### config.mk
export PLATFORM = sky130hd
export DESIGN_NAME = warmup_sequencer
export DESIGN_NICKNAME = d
export VERILOG_FILES = /design/src/rtl/warmup_sequencer.sv
export SDC_FILE = /design/constraint.sdc
export NUM_CORES = 1
export LEC_CHECK = 0
export CORE_MARGIN = 2
export CORE_UTILIZATION = 54
export DETAILED_ROUTE_END_ITERATION = 16
export GPL_TIMING_DRIVEN = 0
export MAX_ROUTING_LAYER = met4
export PLACE_DENSITY = 0.8
export RECOVER_POWER = 50
export SKIP_LAST_GASP = 1
export SYNTH_ARGS = -nofsm -noshare
export SYNTH_HDL_FRONTEND = slang
export SYNTH_SLANG_ARGS = --single-unit
### constraint.sdc
create_clock -name MCLK -period 5 [get_ports MCLK]
set_input_delay 1.5 -clock MCLK [delete_from_list [all_inputs] [get_ports MCLK]]
set_output_delay 1.5 -clock MCLK [all_outputs]
set_load 0.01 [all_outputs]
### src/rtl/warmup_sequencer.sv
// Bubble-memory heater warm-up sequencer: drives the elapsed-seconds counter
// strobes and reports READY or FAIL from its readings.
module warmup_sequencer #(
    parameter logic [15:0] MIN_WARMUP  = 16'd30,
    parameter logic [15:0] MAX_WARMUP  = 16'd600,
    parameter logic [15:0] STABLE_TIME = 16'd5
) (
    input  logic        MCLK,
    input  logic        RESET,
    input  logic        WARMUP_REQ,
    input  logic        TEMP_OK,
    output logic        TIMER_nSTART,
    output logic        TIMER_nRESET,
    input  logic [15:0] TIMER_ELAPSED,
    input  logic        TIMER_OVFL,
    output logic        HEATER_EN,
    output logic        BUBBLE_READY,
    output logic        WARMUP_FAIL,
    output logic [2:0]  STATE
);

    localparam int unsigned TIME_W = 16;

    localparam logic [2:0] ST_IDLE   = 3'd0;
    localparam logic [2:0] ST_ARM    = 3'd1;
    localparam logic [2:0] ST_HEAT   = 3'd2;
    localparam logic [2:0] ST_STABLE = 3'd3;
    localparam logic [2:0] ST_READY  = 3'd4;
    localparam logic [2:0] ST_FAIL   = 3'd5;

    logic [2:0]        state_q, state_d;
    logic [TIME_W-1:0] snap_q, snap_d;
    logic              nstart_q, nstart_d;
    logic              nreset_q, nreset_d;
    logic              heater_q, heater_d;
    logic              ready_q, ready_d;
    logic              fail_q, fail_d;

    logic              timeout_c;
    logic              min_done_c;
    logic              stable_done_c;

    // Threshold qualifiers, all on the ELAPSED value sampled this edge
    assign timeout_c     = TIMER_OVFL || (TIMER_ELAPSED >= MAX_WARMUP);
    assign min_done_c    = TIMER_ELAPSED >= MIN_WARMUP;
    assign stable_done_c = TIME_W'(TIMER_ELAPSED - snap_q) >= STABLE_TIME;

    // Next state and next registered outputs; abort beats timeout beats qualification
    always_comb begin
        state_d  = state_q;
        snap_d   = snap_q;
        nstart_d = 1'b1;
        nreset_d = 1'b1;
        heater_d = 1'b0;
        ready_d  = 1'b0;
        fail_d   = 1'b0;

        case (state_q)
            ST_IDLE: begin
                if (WARMUP_REQ) state_d = ST_ARM;
            end
            ST_ARM: begin
                state_d = ST_HEAT;
            end
            ST_HEAT: begin
                if (!WARMUP_REQ) begin
                    state_d = ST_IDLE;
                end else if (timeout_c) begin
                    state_d = ST_FAIL;
                end else if (min_done_c && TEMP_OK) begin
                    state_d = ST_STABLE;
                    snap_d  = TIMER_ELAPSED;
                end
            end
            ST_STABLE: begin
                if (!WARMUP_REQ) begin
                    state_d = ST_IDLE;
                end else if (timeout_c) begin
                    state_d = ST_FAIL;
                end else if (!TEMP_OK) begin
                    state_d = ST_HEAT;
                end else if (stable_done_c) begin
                    state_d = ST_READY;
                end
            end
            ST_READY, ST_FAIL: begin
                if (!WARMUP_REQ) state_d = ST_IDLE;
            end
            default: begin
                state_d = ST_IDLE;
            end
        endcase

        // Moore decode of the state being entered
        case (state_d)
            ST_IDLE:   nreset_d = 1'b0;
            ST_ARM:    nstart_d = 1'b0;
            ST_HEAT,
            ST_STABLE: heater_d = 1'b1;
            ST_READY: begin
                heater_d = 1'b1;
                ready_d  = 1'b1;
            end
            ST_FAIL:   fail_d   = 1'b1;
            default:   nreset_d = 1'b0;
        endcase
    end

    always_ff @(posedge MCLK) begin
        if (RESET) begin
            state_q  <= ST_IDLE;
            snap_q   <= '0;
            nstart_q <= 1'b1;
            nreset_q <= 1'b0;
            heater_q <= 1'b0;
            ready_q  <= 1'b0;
            fail_q   <= 1'b0;
        end else begin
            state_q  <= state_d;
            snap_q   <= snap_d;
            nstart_q <= nstart_d;
            nreset_q <= nreset_d;
            heater_q <= heater_d;
            ready_q  <= ready_d;
            fail_q   <= fail_d;
        end
    end

    assign TIMER_nSTART = nstart_q;
    assign TIMER_nRESET = nreset_q;
    assign HEATER_EN    = heater_q;
    assign BUBBLE_READY = ready_q;
    assign WARMUP_FAIL  = fail_q;
    assign STATE        = state_q;

endmodule

-- Word-level counts from Yosys, hierarchy flattened
Index checks and enable logic that the tools add are counted.
- add/sub/neg operators: 1
- multiply operators: 0
- divide/modulo/power cells: 0
- order comparisons: 3
- equal/unequal tests: 10
- shift-type cells: 0
- multiplexer cells: 15
- bitwise logic cells: 1
- reduce and logical (&&, ||, !) cells: 7
- operator list (operator ; count):
    two-way mux 3 bit ; 9
    greater-or-equal comparator 16 x 10 -> 1 bit (second input constant) ; 1
    greater-or-equal comparator 16 x 3 -> 1 bit (second input constant) ; 1
    greater-or-equal comparator 16 x 5 -> 1 bit (second input constant) ; 1
    subtractor 16 bit ; 1
    case mux 3 bit (5 select lines) ; 1
    == test 3 x 2 -> 1 bit (second input constant) ; 4
    == test 3 bit (second input constant) ; 4
    == test 3 x 1 -> 1 bit (second input constant) ; 2
    two-way mux 1 bit ; 5
    OR reduction 5 bit ; 1
    AND reduction 4 bit ; 1
    zero test 3 bit ; 1
    OR reduction 3 bit ; 1
    OR reduction 2 bit ; 1
    logical AND 1 bit ; 1
    logical OR 1 bit ; 1
    NOT 1 bit ; 1
- register bits: 24
- latch bits: 0
- RAM bits: 0
- bits in read-only memories: 0
- input bits: 21
- output and inout bits: 8
- word-level logic and storage cells: 44
- memories kept: 0

-- Depth between registers and ports, before layout
Gate-level depths: netlist of run 1.
- depth in word-level cells: 10
- depth in mapped cells: 12
- gate-level depth less buffers: 12

-- Worst setup path after synthesis of run 1
OpenSTA, ideal clock, no wires.
- path kind: input to register
- start: input port TIMER_ELAPSED[0]
- end: register nstart_q (netlist: TIMER_nSTART)
- setup time: 134 ps
- arrival: 4363 ps
- data required time: 4866 ps
- path slack: 503 ps
- cell stages on the path: 12
- buffers on the path: 0
- path through: inv_1 > ha_1 > fa_1 > nand2b_1 > a21o_1 > nand3_1 > nor4bb_1 > nand4_1 > or4_1 > or4_4 > a21oi_4 > or4b_1
- longest elaborated chain between the ends: 9
- elaborated cells on any way between the ends: 16
- those cells by class: add/sub (1); order compare (3); eq/ne (1); mux (9); reduce/logical (2)
- RTL lines (element ; line ; source):
    start, declared ; 14 ; input logic [15:0] TIMER_ELAPSED,
    subtractor 16 bit ; 46 ; assign stable_done_c = TIME_W'(TIMER_ELAPSED - snap_q) >= STABLE_TIME;
    greater-or-equal comparator 16 x 3 -> 1 bit ; 46 ;
    two-way mux 3 bit ; 82 ; end else if (stable_done_c) begin
    two-way mux 3 bit ; 80 ; end else if (!TEMP_OK) begin
    two-way mux 3 bit ; 78 ; end else if (timeout_c) begin
    two-way mux 3 bit ; 76 ; if (!WARMUP_REQ) begin
    case mux 3 bit (5 select lines) * ; 58 ; case (state_q)
    == test 3 x 1 -> 1 bit * ; 95 ; case (state_d)
    two-way mux 1 bit * ; 95 ;
    end signal, assigned ; 121 ; nstart_q <= nstart_d;
    end, declared ; 33 ; logic nstart_q, nstart_d;
Mark *: on every way between the ends. The rest lies on a longest branch, timed or not.
A chain may end at the register's enable or synchronous reset.

-- Worst setup path in the final report of run 1
- start: input port TIMER_ELAPSED[3]
- end: register nstart_q (netlist: TIMER_nSTART)
Same word-level chain as after synthesis.

==> summary.md, run 1 <==
| Metric | Value |
|---|---|
| Pwr Density | `199 mW/mm^2` |
| 1st-iter DRT viols | `104` |
| Internal power | `329 uW` |
| Residual DRC | `0` |
| FF-to-FF End | `TIMER_nSTART$_SDFF_PP1_` |
| Slew Limit Fails | `0` |
| Outcome | `finished clean` |
| Fin crit period | `4830 ps` |
| Vias | `1750` |
| RD Place Congestion | `0.864` |
| Yosys warns | `0` |
| Fmax achieved | `207 MHz` |
| Mapped Cells | `234` |
| Synth Flop Type | `dfxtp_1` |
| Commonest cells after routing, fill and taps aside | `nor2_1, dfxtp_1, inv_1, clkdlybuf4s50_1, nand2_1` |
| Clock sinks | `24` |
| Inserted Clock Buffers | `3` |
| Netlist cell types | `52` |
| Worst setup EP type | `flip-flop` |
| Worst-path clk slew | `130 ps` |
| Synth Area in XOR/XNOR | `0.0328` |
| Hold_sp | `snap_q[11]$_SDFFE_PP0P_` |
| Post-synthesis simple-gate area fraction | `0.283` |
| Final std cells w/o fill | `311` |
| PortBufs | `27` |
| IO Count | `29` |
| Area Growth Syn to Fin | `20.8%` |
| NetSw | `121 uW` |
| Depth of the worst register-to-register path | `12` |
| Main combinational cell family by area after synthesis | `simple AND/OR/NAND/NOR gates` |
| Die Width | `62.8 um` |
| Combinational share of power | `0.245` |
| Placement Cell Area | `0.00220 mm^2` |
| CP Data Arrival Time | `5050 ps` |
| Worst Skew | `2.43 ps` |
| Number of global-route vias before repair | `1679` |
| Core region area | `0.00334 mm^2` |
| Antenna viol nets, final | `0` |
| Flop pwr share | `0.439` |
| Ant diodes | `0` |
| Initial antenna violation count | `0` |
| Switch share | `0.269` |
| Worst r2r src | `snap_q[13]$_SDFFE_PP0P_` |
| Synthesized Nets | `271` |
| Number of flops mapped to enable cells by yosys | `0` |
| Area leader, netlist | `dfxtp_1` |
| Total power | `450 uW` |
| Final Cycle Share | `0.966` |
| Fin nets | `303` |
| Die area | `0.00395 mm^2` |
| First-pass GRT wire length | `7360 um` |
| Row count | `21` |
| Post-DP HPWL | `3390 um` |
| Initial Util | `0.560` |
| Gr ovfl total | `0` |
| Critical-path maximum fanout | `6` |
| Max Cap Violations | `0` |
| Fin util | `0.677` |
| Yosys top cell area share | `0.257` |
| Crit path kind | `in2reg` |
| CTS max path bufs | `2` |
| Hold_ws | `490 ps` |
| H-tree depth | `1` |
| Final wirelength | `4310 um` |
| CP Launch Type | `input pin` |
| Cells after DPL | `307` |
| Post-synthesis sequential area ratio | `0.257` |
| Crit path required time | `5220 ps` |
| Synth Area in Adders | `0.111` |
| Syn Area/Cell | `7.99 um^2` |
| Worst hold-check path type | `reg2reg` |
| VDD IR max | `0.000213 V` |
| Post-DR vias/cell | `5.63` |
| Share of cells above drive strength 1 | `0.0717` |
| Slew headroom | `0.681` |
| Cell leakage power | `0.000953 uW` |
| Mux contribution to synthesized area | `0.0649` |
| Commonest non-fill, non-tap cell in the layout | `nor2_1` |
| Clk Latency, worst-skew pair | `320 ps` |
| Hold-fix buffers, CTS | `0` |
| Asr flop ratio synth | `0` |
| Hold EP | `snap_q[11]$_SDFFE_PP0P_` |
| # setup viols final | `0` |
| R2R Setup Slk | `1460 ps` |
| Largest net degree at the start of global routing | `15` |
| CTS tree | `yes` |
| Hold Violations, Final | `0` |
| Drt first pass iters | `4` |
| Final Cell Area | `0.00226 mm^2` |
| Compound-cell area share of the yosys netlist | `0.199` |
| Post-Syn Area | `0.00187 mm^2` |
| Wire length per cell | `13.9 um` |
| Worst slew pin tran | `477 ps` |
| Chip Height | `62.8 um` |
| RSZ-0062 raised after global routing | `no` |
| GRT Util Overall | `0.233` |
| Fillers | `303` |
| Clk pwr share | `0.316` |
| FF+latch count, synth | `24` |
| Synth area leaders | `dfxtp_1, ha_1, mux2i_1, nor2_1, a21oi_1` |
| Clk root buf | `clkbuf_4` |
| Worst Hold Depth | `1` |
-- worst max path at each step --
stage	from	slack (ps)	end	depth (start not counted)
after floorplan	TIMER_ELAPSED[0]	500	TIMER_nSTART$_SDFF_PP1_	12
after global placement	TIMER_ELAPSED[0]	-210	TIMER_nSTART$_SDFF_PP1_	13
after detailed placement	TIMER_ELAPSED[0]	-210	TIMER_nSTART$_SDFF_PP1_	13
after CTS	TIMER_ELAPSED[0]	110	TIMER_nSTART$_SDFF_PP1_	13
after global routing	TIMER_ELAPSED[13]	20	TIMER_nSTART$_SDFF_PP1_	12
final	TIMER_ELAPSED[3]	170	TIMER_nSTART$_SDFF_PP1_	11
-- stage by stage --
stage	setup WS (ps)	TNS [ps]
detailed placement	-214	-410
CTS	113	0
floorplan	503	0
finish	169	0
global placement	-215	-430
global route	15.2	0
-- critical path, cell delays in order --
cell	delay [ps]
clkdlybuf4s50_1	490
ha_1	410
a21o_1	220
a21oi_2	260
a21oi_2	120
o31a_1	350
or4_1	400
and4_1	190
or4_4	530
a21oi_4	160
or4b_1	430
-- sequential cells by signal (all words and copies together) (netlist names) --
register and count:
HEATER_EN 1, BUBBLE_READY 1, TIMER_nRESET 1, snap_q 16
WARMUP_FAIL 1, STATE 3, TIMER_nSTART 1
-- power by group through the flow --
| stage | sequential [uW] | combinational (uW) | clock (uW) |
|---|---|---|---|
| 3_3_place_gp | 201 | 108 | 0 |
| 5_1_grt | 198 | 122 | 150 |
| 3_5_place_dp | 202 | 110 | 0 |
| 4_1_cts | 198 | 111 | 142 |
| 2_1_floorplan | 203 | 67.3 | 0 |
| 6_report | 197 | 110 | 142 |
-- metal layers --
layer  global-route usage  wire length, um
met1                0.300             2080
met2                0.387             2060
met3               0.0396              146
met4               0.0472               20
met5                    -                0
-- cell type report --
cell class              instances  area [um^2]  share of cell area
plain buffers                   8         30.0              0.0133
clock buffers                   3         22.5             0.00997
clock inverters                 1         30.0              0.0133
inverters                      18         67.6              0.0299
multi-input cells             184         1300               0.576
flip-flops and latches         24          480               0.213
well taps                      46         57.6              0.0255
repair buffers                 27          270               0.120
-- kinds of logic (layout without fill, tap and decap cells) --
family                   after synthesis  count (layout)
AND/OR/NAND/NOR                       99              99
AO/OA/AOI/OAI                         50              50
buffers and inverters                 26              57
flip-flops                            24              24
adder cells (fa/ha/maj)               16              16
multiplexers                          12              12
XOR/XNOR                               7               7
-- synthesized netlist by cell type, types with 4 or more instances --
cell type,instances
nor2_1,29
dfxtp_1,24
inv_1,18
nand2_1,16
ha_1,15
a21oi_1,14
mux2i_1,11
and3_1,10
nand3_1,8
clkbuf_1,7
o21ai_0,6
nor2b_1,5
a21o_1,4
nor3_1,4
xor2_1,4
-- repair_timing --
| item | 4_1_cts | 5_1_grt |
|---|---|---|
| gates resized for setup | 0 | 2 |
| endpoints found under the setup margin | 0 | 1 |
| setup buffers | 0 | 0 |
No activity file was read; power rests on OpenSTA's default activity.
==> inputs of run 2 (changes only) <==
- ABC_AREA: not set -> 1
- CORE_MARGIN: 2 -> not set
- CORE_UTILIZATION: 54 -> 57
- PLACE_DENSITY: 0.8 -> 0.82
- clock period: 5 -> 5.8 ns (I/O delays scaled with it)
==> run 2 against run 1 <==
  * Cell count grew 39%
  * Largest power group unchanged
  * Count of clock-buffer cells in the layout is the same
  * Critical endpoint is now STATE[2]$_SDFF_PP0_
  * Die area grew 1.9%
  * Largest cell class unchanged
==> summary.md, run 2 <==
| Metric | Value |
|---|---|
| Hold Violations, Final | `0` |
| Max Cap Violations | `0` |
| CTS tree | `yes` |
| CTS max path bufs | `2` |
| Wire length per cell | `11.3 um` |
| Share of cells above drive strength 1 | `0.111` |
| FF+latch count, synth | `24` |
| Number of global-route vias before repair | `2095` |
| Synth area leaders | `dfxtp_1, nand2_1, inv_1, ha_1, nand3_1` |
| Chip Height | `63.4 um` |
| Fin nets | `424` |
| Worst slew pin tran | `434 ps` |
| Compound-cell area share of the yosys netlist | `0.0971` |
| Final wirelength | `4880 um` |
| Post-synthesis simple-gate area fraction | `0.441` |
| First-pass GRT wire length | `8650 um` |
| Worst setup EP type | `flip-flop` |
| Slew headroom | `0.711` |
| Worst Skew | `1.50 ps` |
| Most common cell in the netlist | `nand2_1` |
| Ant diodes | `0` |
| RD Place Congestion | `0.923` |
| CP Launch Type | `input pin` |
| Vias | `2172` |
| 1st-iter DRT viols | `125` |
| Clock sinks | `24` |
| Initial Util | `0.620` |
| Fmax achieved | `240 MHz` |
| Gr ovfl total | `0` |
| Synth Area in XOR/XNOR | `0.00407` |
| Hold-fix buffers, CTS | `0` |
| Number of flops mapped to enable cells by yosys | `0` |
| GRT Util Overall | `0.271` |
| Row count | `21` |
| Synth Area in Adders | `0.0966` |
| Critical-path maximum fanout | `3` |
| CP Data Arrival Time | `4330 ps` |
| Main combinational cell family by area after synthesis | `simple AND/OR/NAND/NOR gates` |
| Worst-path clk slew | `80 ps` |
| Area Growth Syn to Fin | `19.0%` |
| H-tree depth | `1` |
| Hold_ws | `460 ps` |
| Post-DP HPWL | `4080 um` |
| Synth Flop Type | `dfxtp_1` |
| Inserted Clock Buffers | `3` |
| Drt first pass iters | `4` |
| Largest net degree at the start of global routing | `15` |
| Crit path kind | `in2reg` |
| Area leader, netlist | `dfxtp_1` |
| Initial antenna violation count | `0` |
| Core region area | `0.00347 mm^2` |
| Mux contribution to synthesized area | `0` |
| Mapped Cells | `354` |
| Post-Syn Area | `0.00215 mm^2` |
| Clk root buf | `clkbuf_8` |
| Antenna viol nets, final | `0` |
| Worst setup path startpoint | `TIMER_ELAPSED[0]` |
| Hold_sp | `snap_q[8]$_SDFFE_PP0P_` |
| Setup TNS | `0 ps` |
| Die area | `0.00402 mm^2` |
| Pwr Density | `168 mW/mm^2` |
| Crit path required time | `5960 ps` |
| Yosys top cell area share | `0.223` |
| Netlist cell types | `31` |
| VDD IR max | `0.000173 V` |
| Worst r2r src | `snap_q[0]$_SDFFE_PP0P_` |
| PortBufs | `28` |
| Gates resized, CTS repair | `0` |
| Yosys warns | `0` |
| Post-DR vias/cell | `5.03` |
| Commonest non-fill, non-tap cell in the layout | `nand2_1` |
| # setup viols final | `0` |
| Outcome | `finished clean` |
| Post-synthesis sequential area ratio | `0.223` |
| Asr flop ratio synth | `0` |
| IO Count | `29` |
| Syn Area/Cell | `6.08 um^2` |
| Final Cycle Share | `0.718` |
| RSZ-0062 raised after global routing | `no` |
| Synthesized Nets | `391` |
| Residual DRC | `0` |
| Clk Latency, worst-skew pair | `260 ps` |
| Top cells by count, synth | `nand2_1, inv_1, nand3_1` |
| Slew Limit Fails | `0` |
| Worst hold-check path type | `reg2reg` |
| Commonest cells after routing, fill and taps aside | `nand2_1, inv_1, nand3_1` |
| Cell leakage power | `0.00131 uW` |
| Die Width | `63.4 um` |
| # Post-CTS Setup Buffers | `0` |
| Max reg flops | `16` |
| Biggest register | `snap_q` |
| Fin crit period | `4160 ps` |
## run 2: changes by cell type in the layout (fill, tap and decap cells not counted), moves of 8 or more
cell	delta
and3_1	-9
inv_1	+51
nand3_1	+21
mux2i_1	-11
nand2_1	+85
nand2_2	+12
nand3_2	+8
## run 2: worst paths after layout
| kind | to | cells past startpoint | slack (ps) |
|---|---|---|---|
| setup / recovery | STATE[2]$_SDFF_PP0_ | 20 | 1640 |
| hold / removal | snap_q[8]$_SDFFE_PP0P_ | 2 | 460 |
| setup reg to reg | STATE[2]$_SDFF_PP0_ | 18 | 3310 |
| hold reg to reg | snap_q[8]$_SDFFE_PP0P_ | 2 | 460 |
## run 2: metal layers
metal / up-vias / wire length, um / track usage
met3: 4 / 163 / 0.0163
met2: 39 / 2290 / 0.467
met1: 958 / 2390 / 0.347
met5: - / 0 / -
met4: 0 / 34 / 0.0597
li1: 1171 / - / -
## run 2: per-stage QoR
| step | total power (uW) | util | cells | area [um^2] | worst slack, ps |
|---|---|---|---|---|---|
| global route | 454 | 0.738 | 432 | 2560 | 1440 |
| CTS | 433 | 0.738 | 432 | 2560 | 1650 |
| global placement | 289 | 0.718 | 428 | 2490 | 1450 |
| detailed placement | 291 | 0.718 | 428 | 2490 | 1410 |
| finish | 430 | 0.738 | 432 | 2560 | 1640 |
| floorplan | 251 | - | 354 | 2150 | 2160 |
## run 2: where the power goes
part,switching [uW],internal [uW]
registers,2.47,168
clock network,51.0,92.2
logic,68.6,48.0
total,122,308
## run 2: critical path: stages
cell and delay (ps):
clkdlybuf4s50_1 450, inv_1 50, ha_1 220, fa_1 400, inv_1 110, nand3_1 110, nand3_1 110, nand3_1 70
nor2_1 140, nand2_2 80, nor2_4 80, nand3_2 90, nor2_4 120, nand3_1 90, nand2_1 60, nand2_1 60
nand2_2 90, nand3_2 80, nand2_1 100, inv_1 60
## run 2: final cells by class
| class | instances | area [um^2] |
|---|---|---|
| flip-flops and latches | 24 | 480 |
| clock inverters | 1 | 30.0 |
| plain buffers | 3 | 11.3 |
| fillers | 308 | 908 |
| inverters | 76 | 285 |
| clock buffers | 3 | 41.3 |
| repair buffers | 28 | 280 |
| well taps | 46 | 57.6 |
| multi-input cells | 251 | 1370 |
## run 2: kinds of logic after synthesis
group / after synthesis
AOI/OAI and AO/OA: 37
and+or+nand+nor: 197
xor gates and xnor gates: 1
adders and majority gates: 16
DFF: 24
buffers and inverters: 79
==> edit (config.mk and constraints of run 2) <==
Reset style: asynchronous (`RESET`), changed in one clocked block.
--- a/src/rtl/warmup_sequencer.sv
+++ b/src/rtl/warmup_sequencer.sv
@@ -106,7 +106,7 @@
         endcase
     end
 
-    always_ff @(posedge MCLK) begin
+    always_ff @(posedge MCLK or posedge RESET) begin
         if (RESET) begin
             state_q  <= ST_IDLE;
             snap_q   <= '0;
Behaviour: differs if RESET is asserted again (counterexample within 4 cycles, from zero or initial values and one cycle with RESET high); with RESET held inactive, the same outputs for 10 cycles.
==> edit against run 2 <==
- sequential power up 23%
- sequential cell count unchanged
- cell count up 1.6%
- area after synthesis grew 4.0%
- final area rose by 2.8%
- setup slack better by 110 ps
- power is 28% higher
- wire length increased by 0.53%
==> edit: results (changes against run 2) <==
outcome - finished clean
Fin Clk Skew - 3.93 ps (+2.43 ps)
filler cell count - 332 (+7.8%)
wire length on met1 - 2.40 mm (+0.71%)
Final GP Congestion - 0.889 (-3.7%)
register area share after synthesis - 26.9% (+4.6 points)
DR iter-0 viols - 168 (+34%)
Final Util - 70.8% (-3.0 points)
Total GRT Usage - 28.1% (+0.91 points)
RR Startpoint - snap_q[0]
Int Pwr - 353 uW (+14%)
WL met3 - 141 microns (-13%)
routed len/inst - 11.2 microns (-1.1%)
top post-synthesis cells by area - dfrtp_1 26%, nand2_1 19%, inv_1 13%, ha_1 8.4%, nor2_1 5.7%
syn_nets - 396 (+1.3%)
asr flop ratio synth - 100% (+100 points)
pre-CTS setup slack - 1460 ps (+52.2 ps)
first-pass GRT wire length - 8.96 mm (+3.7%)
met2 routed WL - 2.27 mm (-0.70%)
area post-placement - 2580 sq um (+3.5%)
detailed placement HPWL - 4.05 mm (-0.73%)
Syn Inst Count - 359 (+1.4%)
total number of vias - 2213 (+1.9%)
placed cell count - 435 (+1.6%)
Worst Hold Launch - snap_q[7]
worst slew pin tran - 844 ps (+411 ps)
Nets - 429 (+1.2%)
crit path DAT - 4220 ps (-110 ps)
fin crit period - 4060 ps (-105 ps)
WHS - 492 ps (+32.3 ps)
## edit: area by class of cell
| cell class | count | area share, % |
|---|---|---|
| Sequential cell | 24 | 22.9 |
| Inverter | 81 | 11.6 |
| Clock buffer | 4 | 2.09 |
| Buffer | 2 | 0.428 |
| Tap cell | 48 | 2.28 |
| Multi-Input combinational cell | 252 | 50.1 |
| Timing Repair Buffer | 28 | 10.7 |
## edit: cells by family (layout without fill, tap and decap cells)
| kind of cell | Yosys count | count (layout) | synth area share (%) |
|---|---|---|---|
| buffers and inverters | 83 | 115 | 14.1 |
| xor gates and xnor gates | 1 | 1 | 0.392 |
| muxes | 3 | 3 | 1.51 |
| AOI/OAI and AO/OA | 22 | 22 | 5.99 |
| and+or+nand+nor | 210 | 210 | 41.8 |
| DFF | 24 | 24 | 26.9 |
| adders and majority gates | 16 | 16 | 9.29 |
## edit: layer usage
metal  up-vias  track usage [%]
met2        37             46.1
met5         -                -
met4         0             8.61
li1       1164                -
met3         7             1.94
met1      1005             37.2
## edit: path summary, 6_finish.rpt
check	to	depth (start not counted)
setup / recovery	TIMER_nRESET	22
hold / removal	snap_q[7]	2
setup reg to reg	TIMER_nRESET	20
hold reg to reg	snap_q[7]	2
max in group asynchronous	snap_q[10]	2
min in group asynchronous	snap_q[2]	2
## edit: power by group through the flow
stage	Sequential, uW	Clock [uW]	Combinational, uW
after floorplan	224	0	128
after global placement	212	0	225
after detailed placement	214	0	229
after CTS	211	113	231
after global routing	214	118	255
final	211	111	227
## edit: critical path, delay by kind of cell
family / cells / cell delay, ps
buf+inv: 4 / 690
simple gates: 16 / 1170
fa+ha+maj: 2 / 600
